--- src/rtl/dffrsnq_bank_init_ctrl_if.sv ---
// Request/bank bundle between a load requester, the init sequencer and the set/reset flop bank.
// master drives the request and bank readback; slave is the sequencer.
interface dffrsnq_bank_init_ctrl_if #(
  parameter int WIDTH = 8,
  parameter int CNTW  = 4
);
  logic             REQ;
  logic [WIDTH-1:0] PAT;
  logic [WIDTH-1:0] MASK;
  logic [CNTW-1:0]  QUIESCE_CYC;
  logic [CNTW-1:0]  PULSE_CYC;
  logic [CNTW-1:0]  RECOV_CYC;
  logic [WIDTH-1:0] BANK_Q;
  logic [WIDTH-1:0] BANK_SETN;
  logic [WIDTH-1:0] BANK_RN;
  logic             BANK_CLKEN;
  logic             BUSY;
  logic             ACK;
  logic             ERR;

  modport master (
    output REQ, PAT, MASK, QUIESCE_CYC, PULSE_CYC, RECOV_CYC, BANK_Q,
    input  BANK_SETN, BANK_RN, BANK_CLKEN, BUSY, ACK, ERR
  );

  modport slave (
    input  REQ, PAT, MASK, QUIESCE_CYC, PULSE_CYC, RECOV_CYC, BANK_Q,
    output BANK_SETN, BANK_RN, BANK_CLKEN, BUSY, ACK, ERR
  );
endinterface

--- src/rtl/dffrsnq_bank_init_ctrl.sv ---
// Forces a preset pattern into a SETN/RN flop bank with the bank clock frozen, then reads it back.
// Latency Q'+P'+R'+1 cycles from request to ACK; 4-phase REQ/ACK, no new load until REQ drops.
module dffrsnq_bank_init_ctrl #(
  parameter int WIDTH = 8,
  parameter int CNTW  = 4
) (
  input  logic                     CLK,
  input  logic                     RN,
  dffrsnq_bank_init_ctrl_if.slave  bus
);

  typedef enum logic [2:0] {
    IDLE    = 3'd0,
    QUIESCE = 3'd1,
    PULSE   = 3'd2,
    RECOVER = 3'd3,
    CHECK   = 3'd4,
    ACKW    = 3'd5
  } state_t;

  state_t           state;
  state_t           state_nxt;

  logic [CNTW-1:0]  cnt;
  logic [CNTW-1:0]  pulse_len;
  logic [CNTW-1:0]  recov_len;
  logic [WIDTH-1:0] pat_q;
  logic [WIDTH-1:0] mask_q;
  logic             err_q;

  logic [WIDTH-1:0] setn_nxt;
  logic [WIDTH-1:0] rn_nxt;
  logic             clken_nxt;
  logic             busy_nxt;
  logic             ack_nxt;

  logic [WIDTH-1:0] setn_q;
  logic [WIDTH-1:0] rn_q;
  logic             clken_q;
  logic             busy_q;
  logic             ack_q;

  logic             accept;
  logic             cnt_done;
  logic             mismatch;

  assign accept   = (state == IDLE) && bus.REQ;
  // A latched count of 0 behaves like 1, so both 0 and 1 finish on the first cycle.
  assign cnt_done = (cnt <= CNTW'(1));
  assign mismatch = |((bus.BANK_Q ^ pat_q) & mask_q);

  always_ff @(posedge CLK or negedge RN) begin
    if (!RN) begin
      state <= IDLE;
    end else begin
      state <= state_nxt;
    end
  end

  always_comb begin
    state_nxt = state;
    case (state)
      IDLE:    if (bus.REQ)  state_nxt = QUIESCE;
      QUIESCE: if (cnt_done) state_nxt = PULSE;
      PULSE:   if (cnt_done) state_nxt = RECOVER;
      RECOVER: if (cnt_done) state_nxt = CHECK;
      CHECK:                 state_nxt = ACKW;
      ACKW:    if (!bus.REQ) state_nxt = IDLE;
      default:               state_nxt = IDLE;
    endcase
  end

  // Request operands are captured once at acceptance; later input changes are ignored.
  always_ff @(posedge CLK or negedge RN) begin
    if (!RN) begin
      cnt       <= '0;
      pulse_len <= '0;
      recov_len <= '0;
      pat_q     <= '0;
      mask_q    <= '0;
      err_q     <= 1'b0;
    end else begin
      if (accept) begin
        pat_q     <= bus.PAT;
        mask_q    <= bus.MASK;
        pulse_len <= bus.PULSE_CYC;
        recov_len <= bus.RECOV_CYC;
        cnt       <= bus.QUIESCE_CYC;
        err_q     <= 1'b0;
      end else if (state_nxt != state) begin
        case (state_nxt)
          PULSE:   cnt <= pulse_len;
          RECOVER: cnt <= recov_len;
          default: cnt <= cnt;
        endcase
      end else if (cnt != '0) begin
        cnt <= cnt - CNTW'(1);
      end

      if (state == CHECK) begin
        err_q <= mismatch;
      end
    end
  end

  // Outputs are decoded from the next state and registered, so they switch on the transition edge.
  // Set and reset lines use disjoint bit sets (pat & mask vs ~pat & mask), so they never overlap.
  always_comb begin
    setn_nxt  = '1;
    rn_nxt    = '1;
    clken_nxt = 1'b1;
    busy_nxt  = 1'b0;
    ack_nxt   = 1'b0;
    case (state_nxt)
      QUIESCE, RECOVER, CHECK: begin
        clken_nxt = 1'b0;
        busy_nxt  = 1'b1;
      end
      PULSE: begin
        clken_nxt = 1'b0;
        busy_nxt  = 1'b1;
        setn_nxt  = ~(pat_q & mask_q);
        rn_nxt    = ~(~pat_q & mask_q);
      end
      ACKW: begin
        ack_nxt = 1'b1;
      end
      default: begin
        ack_nxt = 1'b0;
      end
    endcase
  end

  always_ff @(posedge CLK or negedge RN) begin
    if (!RN) begin
      setn_q  <= '1;
      rn_q    <= '1;
      clken_q <= 1'b1;
      busy_q  <= 1'b0;
      ack_q   <= 1'b0;
    end else begin
      setn_q  <= setn_nxt;
      rn_q    <= rn_nxt;
      clken_q <= clken_nxt;
      busy_q  <= busy_nxt;
      ack_q   <= ack_nxt;
    end
  end

  assign bus.BANK_SETN  = setn_q;
  assign bus.BANK_RN    = rn_q;
  assign bus.BANK_CLKEN = clken_q;
  assign bus.BUSY       = busy_q;
  assign bus.ACK        = ack_q;
  assign bus.ERR        = err_q;

endmodule

--- src/flat_wrapper.sv ---
// flat-port wrapper written by rule: the top's interface ports become plain ports
module dffrsnq_bank_init_ctrl_flat 
#(
  parameter int WIDTH = 8,
  parameter int CNTW  = 4
)
  (CLK, RN, bus_REQ, bus_PAT, bus_MASK, bus_QUIESCE_CYC, bus_PULSE_CYC, bus_RECOV_CYC, bus_BANK_Q, bus_BANK_SETN, bus_BANK_RN, bus_BANK_CLKEN, bus_BUSY, bus_ACK, bus_ERR);
  dffrsnq_bank_init_ctrl_if #(.WIDTH(WIDTH), .CNTW(CNTW)) bus_i ();
  input  logic CLK;
  input  logic RN;
  input wire logic [$bits(bus_i.REQ)-1:0] bus_REQ;
  input wire logic [$bits(bus_i.PAT)-1:0] bus_PAT;
  input wire logic [$bits(bus_i.MASK)-1:0] bus_MASK;
  input wire logic [$bits(bus_i.QUIESCE_CYC)-1:0] bus_QUIESCE_CYC;
  input wire logic [$bits(bus_i.PULSE_CYC)-1:0] bus_PULSE_CYC;
  input wire logic [$bits(bus_i.RECOV_CYC)-1:0] bus_RECOV_CYC;
  input wire logic [$bits(bus_i.BANK_Q)-1:0] bus_BANK_Q;
  output wire logic [$bits(bus_i.BANK_SETN)-1:0] bus_BANK_SETN;
  output wire logic [$bits(bus_i.BANK_RN)-1:0] bus_BANK_RN;
  output wire logic [$bits(bus_i.BANK_CLKEN)-1:0] bus_BANK_CLKEN;
  output wire logic [$bits(bus_i.BUSY)-1:0] bus_BUSY;
  output wire logic [$bits(bus_i.ACK)-1:0] bus_ACK;
  output wire logic [$bits(bus_i.ERR)-1:0] bus_ERR;
  assign bus_i.REQ = bus_REQ;
  assign bus_i.PAT = bus_PAT;
  assign bus_i.MASK = bus_MASK;
  assign bus_i.QUIESCE_CYC = bus_QUIESCE_CYC;
  assign bus_i.PULSE_CYC = bus_PULSE_CYC;
  assign bus_i.RECOV_CYC = bus_RECOV_CYC;
  assign bus_i.BANK_Q = bus_BANK_Q;
  assign bus_BANK_SETN = bus_i.BANK_SETN;
  assign bus_BANK_RN = bus_i.BANK_RN;
  assign bus_BANK_CLKEN = bus_i.BANK_CLKEN;
  assign bus_BUSY = bus_i.BUSY;
  assign bus_ACK = bus_i.ACK;
  assign bus_ERR = bus_i.ERR;
  dffrsnq_bank_init_ctrl #(.WIDTH(WIDTH), .CNTW(CNTW)) u_core (.CLK(CLK), .RN(RN), .bus(bus_i));
endmodule
--- config.mk ---
export PLATFORM = sky130hd
export DESIGN_NAME = dffrsnq_bank_init_ctrl_flat
export DESIGN_NICKNAME = d
export VERILOG_FILES = /design/src/rtl/dffrsnq_bank_init_ctrl_if.sv /design/src/rtl/dffrsnq_bank_init_ctrl.sv /design/src/flat_wrapper.sv
export SDC_FILE = /design/constraint.sdc
export NUM_CORES = 1
export LEC_CHECK = 0
export CORE_UTILIZATION = 47
export DETAILED_ROUTE_END_ITERATION = 8
export GPL_ROUTABILITY_DRIVEN = 0
export PLACE_DENSITY = 0.77
export SLEW_MARGIN = 5
export SYNTH_ARGS = -nofsm -noshare
export SYNTH_HDL_FRONTEND = slang
export SYNTH_SLANG_ARGS = --single-unit
--- constraint.sdc ---
create_clock -name CLK -period 5.4 [get_ports CLK]
set_input_delay 1.08 -clock CLK [delete_from_list [all_inputs] [get_ports CLK]]
set_output_delay 1.08 -clock CLK [all_outputs]
set_load 0.05 [all_outputs]
==> impl_metrics.tcl <==
set metrics [dict create \
    via_count 1704 \
    vias_per_cell 5.29 \
    drc_errors 0 \
    fillCellCount 370 \
    timing.final.crit_share_pct 55.8 \
    tritoncts "built" \
    max_slew_margin_pct 58.5 \
    post_route_cells_drive_above_1_share_pct 24.3 \
    ys.warnings.count 0 \
    status "finished, final reports clean" \
    min_delay_path_class "flop to flop" \
    most_common_cell_after_layout_fill_and_taps_aside "sky130_fd_sc_hd__clkdlybuf4s50_1" \
    fin_skew_ns 0.0130 \
    setup_repair_after_global_routing_missed_its_margin "no" \
    floorplan.initialDensity_pct 49.7 \
    hold_viol 0 \
    cts_inserted_buffers 5 \
    cell_internal_pwr_mw 1.05 \
    report.final.setup_viol 0 \
    tns_ns 0 \
    hpwlAfterDp_um 3300 \
    power-per-cell-area_nw_per_um2 566 \
    numPlacedInstances 314 \
    grt_first_pass_wirelength_um 7380 \
    grt_util_all_layers_pct 18.8 \
    final_cell_count_no_fill 322 \
    timing.critical_path.fanout_max 19 \
    post_synth.cell_area_avg_um2 12.3 \
    power.share.sequential_pct 40.0 \
    fin_crit_ns 3.01 \
    vdd_ir_drop_max_uv 285 \
    fmax_mhz 332 \
    clk-insertion-delay-late_ns 0.31 \
    ant_nets 0 \
    placed_cell_area_um2 3020 \
    clock_sink_count 51 \
    drtPass1Iterations 5 \
    mapped_area_um2 2380 \
    grt_max_degree 52 \
    flow.area_growth_from_synthesis_pct 30.9 \
    switching_power_total_uw 716 \
    rows 25 \
    grt_pass1_vias 1575 \
    overall_power_of_the_completed_layout_mw 1.76 \
    design_area_um2 3110 \
    holdWs_ns 0.477 \
    worstPathArrival_ns 3.20 \
    clock_tree.root_cell "sky130_fd_sc_hd__clkbuf_8" \
    cts.repair.resized 0 \
    tightest_slew_ns 0.612 \
    synth.distinct_cells 48 \
    comb_power_share_pct 47.0 \
    power.switching_fraction_pct 40.6 \
    number_of_i_o_pins 59 \
    syn-num-nets 236 \
    cts.reportedPaths.clkPinSlew_ns 0.10 \
    yosys_register_bits 51 \
    floorplan_die_area_um2 5350 \
    drt-initial-drc-count 145 \
    post_drt_wl_per_cell_um 14.1 \
    critical_path.endpoint_type "flop" \
    maxCapViolations 0 \
    grt_antenna_before_repair 0 \
    numPortBuffers 58 \
    postRouteWirelength_um 4530 \
    static-leakage-power_nw 1.26 \
    gr-total-overflow 0 \
    final_max_slew_viol_count 0 \
    cts_setup_buffers 0 \
    design.core.area_um2 4790 \
    cts.path.max_buffers 2 \
    netlist_instances 194 \
    design.final.nets 296 \
    chipWidth_um 73.2 \
    sequential_cell_area_fraction_in_the_yosys_report_pct 54.5 \
    cts.hold.buffers_added 0 \
    mostFrequentLayoutCells "sky130_fd_sc_hd__clkdlybuf4s50_1, sky130_fd_sc_hd__dfrtp_1, sky130_fd_sc_hd__mux2_2, sky130_fd_sc_hd__dfstp_2, sky130_fd_sc_hd__xor2_1" \
    antenna-diode-count 0 \
    h-tree-depth 2 \
    die_height_um 73.2 \
    worstSetupStartpointType "input pin" \
    setup.worst_path.class "input pin to flop" \
    clock_power_share_pct 13.0 \
    cp.required_ns 5.59 \
]
## registers in the layout, summed over array words and instances, names as in the netlist
name and count:
u_core.bus.BANK_RN 8, u_core.bus.BANK_SETN 8, u_core.mask_q 8, u_core.pat_q 8
u_core.cnt 4, u_core.pulse_len 4, u_core.recov_len 4, u_core.state 3
u_core.bus.ACK 1, u_core.bus.BANK_CLKEN 1, u_core.bus.BUSY 1, u_core.bus.ERR 1
## critical path, cell delays in order
cell and delay (ns):
sky130_fd_sc_hd__clkdlybuf4s50_1 0.62, sky130_fd_sc_hd__and3_1 0.60, sky130_fd_sc_hd__buf_4 0.35, sky130_fd_sc_hd__a211oi_2 0.09, sky130_fd_sc_hd__o21ai_4 0.13, sky130_fd_sc_hd__mux2i_1 0.25, sky130_fd_sc_hd__nor3b_2 0.07
## final cells by class
| type | instances | area [um^2] | share of cell area, % |
|---|---|---|---|
| sequential | 51 | 1300 | 41.7 |
| multi-input combinational | 130 | 1020 | 32.9 |
| timing repair buffer | 60 | 591 | 19.0 |
| tap | 67 | 83.8 | 2.69 |
| clock buffer | 6 | 82.6 | 2.65 |
| inverter | 6 | 22.5 | 0.723 |
| clock inverter | 2 | 13.8 | 0.442 |
## cell usage after synthesis (all sizes together)
cell type  instances  share of area (%)
nand2b             1               0.26
xnor2              1               0.37
a221o              1               0.42
a21bo              1               0.42
a22oi              5                1.6
nor3               5                1.5
buf                6                1.4
o311ai             1               0.37
a31oi              3               0.79
clkbuf             1               0.16
mux2i              4                1.7
and4b              1               0.42
a32o               1               0.42
or3                1               0.26
o2bb2ai            1               0.37
o21ai              7                1.9
o21bai             1               0.32
o22a               1               0.37
a222oi             1               0.42
nand2              9                1.5
dfstp             17                 19
and2b              1               0.32
a31o               1               0.37
or2                3               0.79
a221oi             1               0.37
a21oi              7                1.9
nand4              2               0.53
nand3b             8                2.5
a211o              1               0.37
nor3b              1               0.53
o32a               1               0.42
nor2               9                1.5
dfrtp             34                 36
inv                6               0.95
nand3              9                1.9
and3               2               0.53
ha                 3                1.6
mux2              24                 11
xor2              10                3.7
a211oi             2               0.84
## per-stage QoR
| step | util, % | setup slack [ns] |
|---|---|---|
| floorplan | - | 3.21 |
| global placement | 63.1 | 2.13 |
| detailed placement | 63.1 | 2.09 |
| CTS | 65.1 | 2.40 |
| global route | 65.1 | 2.21 |
| finish | 65.1 | 2.39 |
## per-layer routing
metal	routed length (um)	GRT usage [%]
met1	2060	24.9
met2	2170	29.0
met3	228	5.52
met4	77	7.19
met5	0	0
## worst paths after layout
path / from / end / slack [ns] / cells past startpoint
hold / removal: u_core.mask_q[4] / u_core.bus.BANK_SETN[4] / 0.48 / 1
hold reg to reg: u_core.mask_q[4] / u_core.bus.BANK_SETN[4] / 0.48 / 1
setup / recovery: bus_REQ / u_core.cnt[0] / 2.39 / 7
max in group asynchronous: RN / u_core.mask_q[7] / 4.11 / 2
setup reg to reg: u_core.state[2] / u_core.cnt[0] / 2.89 / 7
min in group asynchronous: RN / u_core.mask_q[2] / 0.87 / 2
## power groups by stage
| stage | Combinational (mW) | Sequential (mW) | Clock, mW |
|---|---|---|---|
| 3_5_place_dp | 0.825 | 0.711 | 0 |
| 2_1_floorplan | 0.559 | 0.765 | 0 |
| 6_report | 0.829 | 0.705 | 0.229 |
| 4_1_cts | 0.831 | 0.704 | 0.237 |
| 5_1_grt | 0.899 | 0.733 | 0.249 |
| 3_3_place_gp | 0.806 | 0.706 | 0 |
## logic make-up after synthesis
family                   count (synthesis)  share of synthesized area (%)
AND/OR/NAND/NOR                         52                           12.6
multiplexers                            28                           13.0
flip-flops                              51                           54.5
XOR/XNOR                                11                           4.05
adder cells (fa/ha/maj)                  3                           1.58
buffers and inverters                   13                           2.47
AO/OA/AOI/OAI                           36                           11.7
Power figures use the tool's default switching activity.
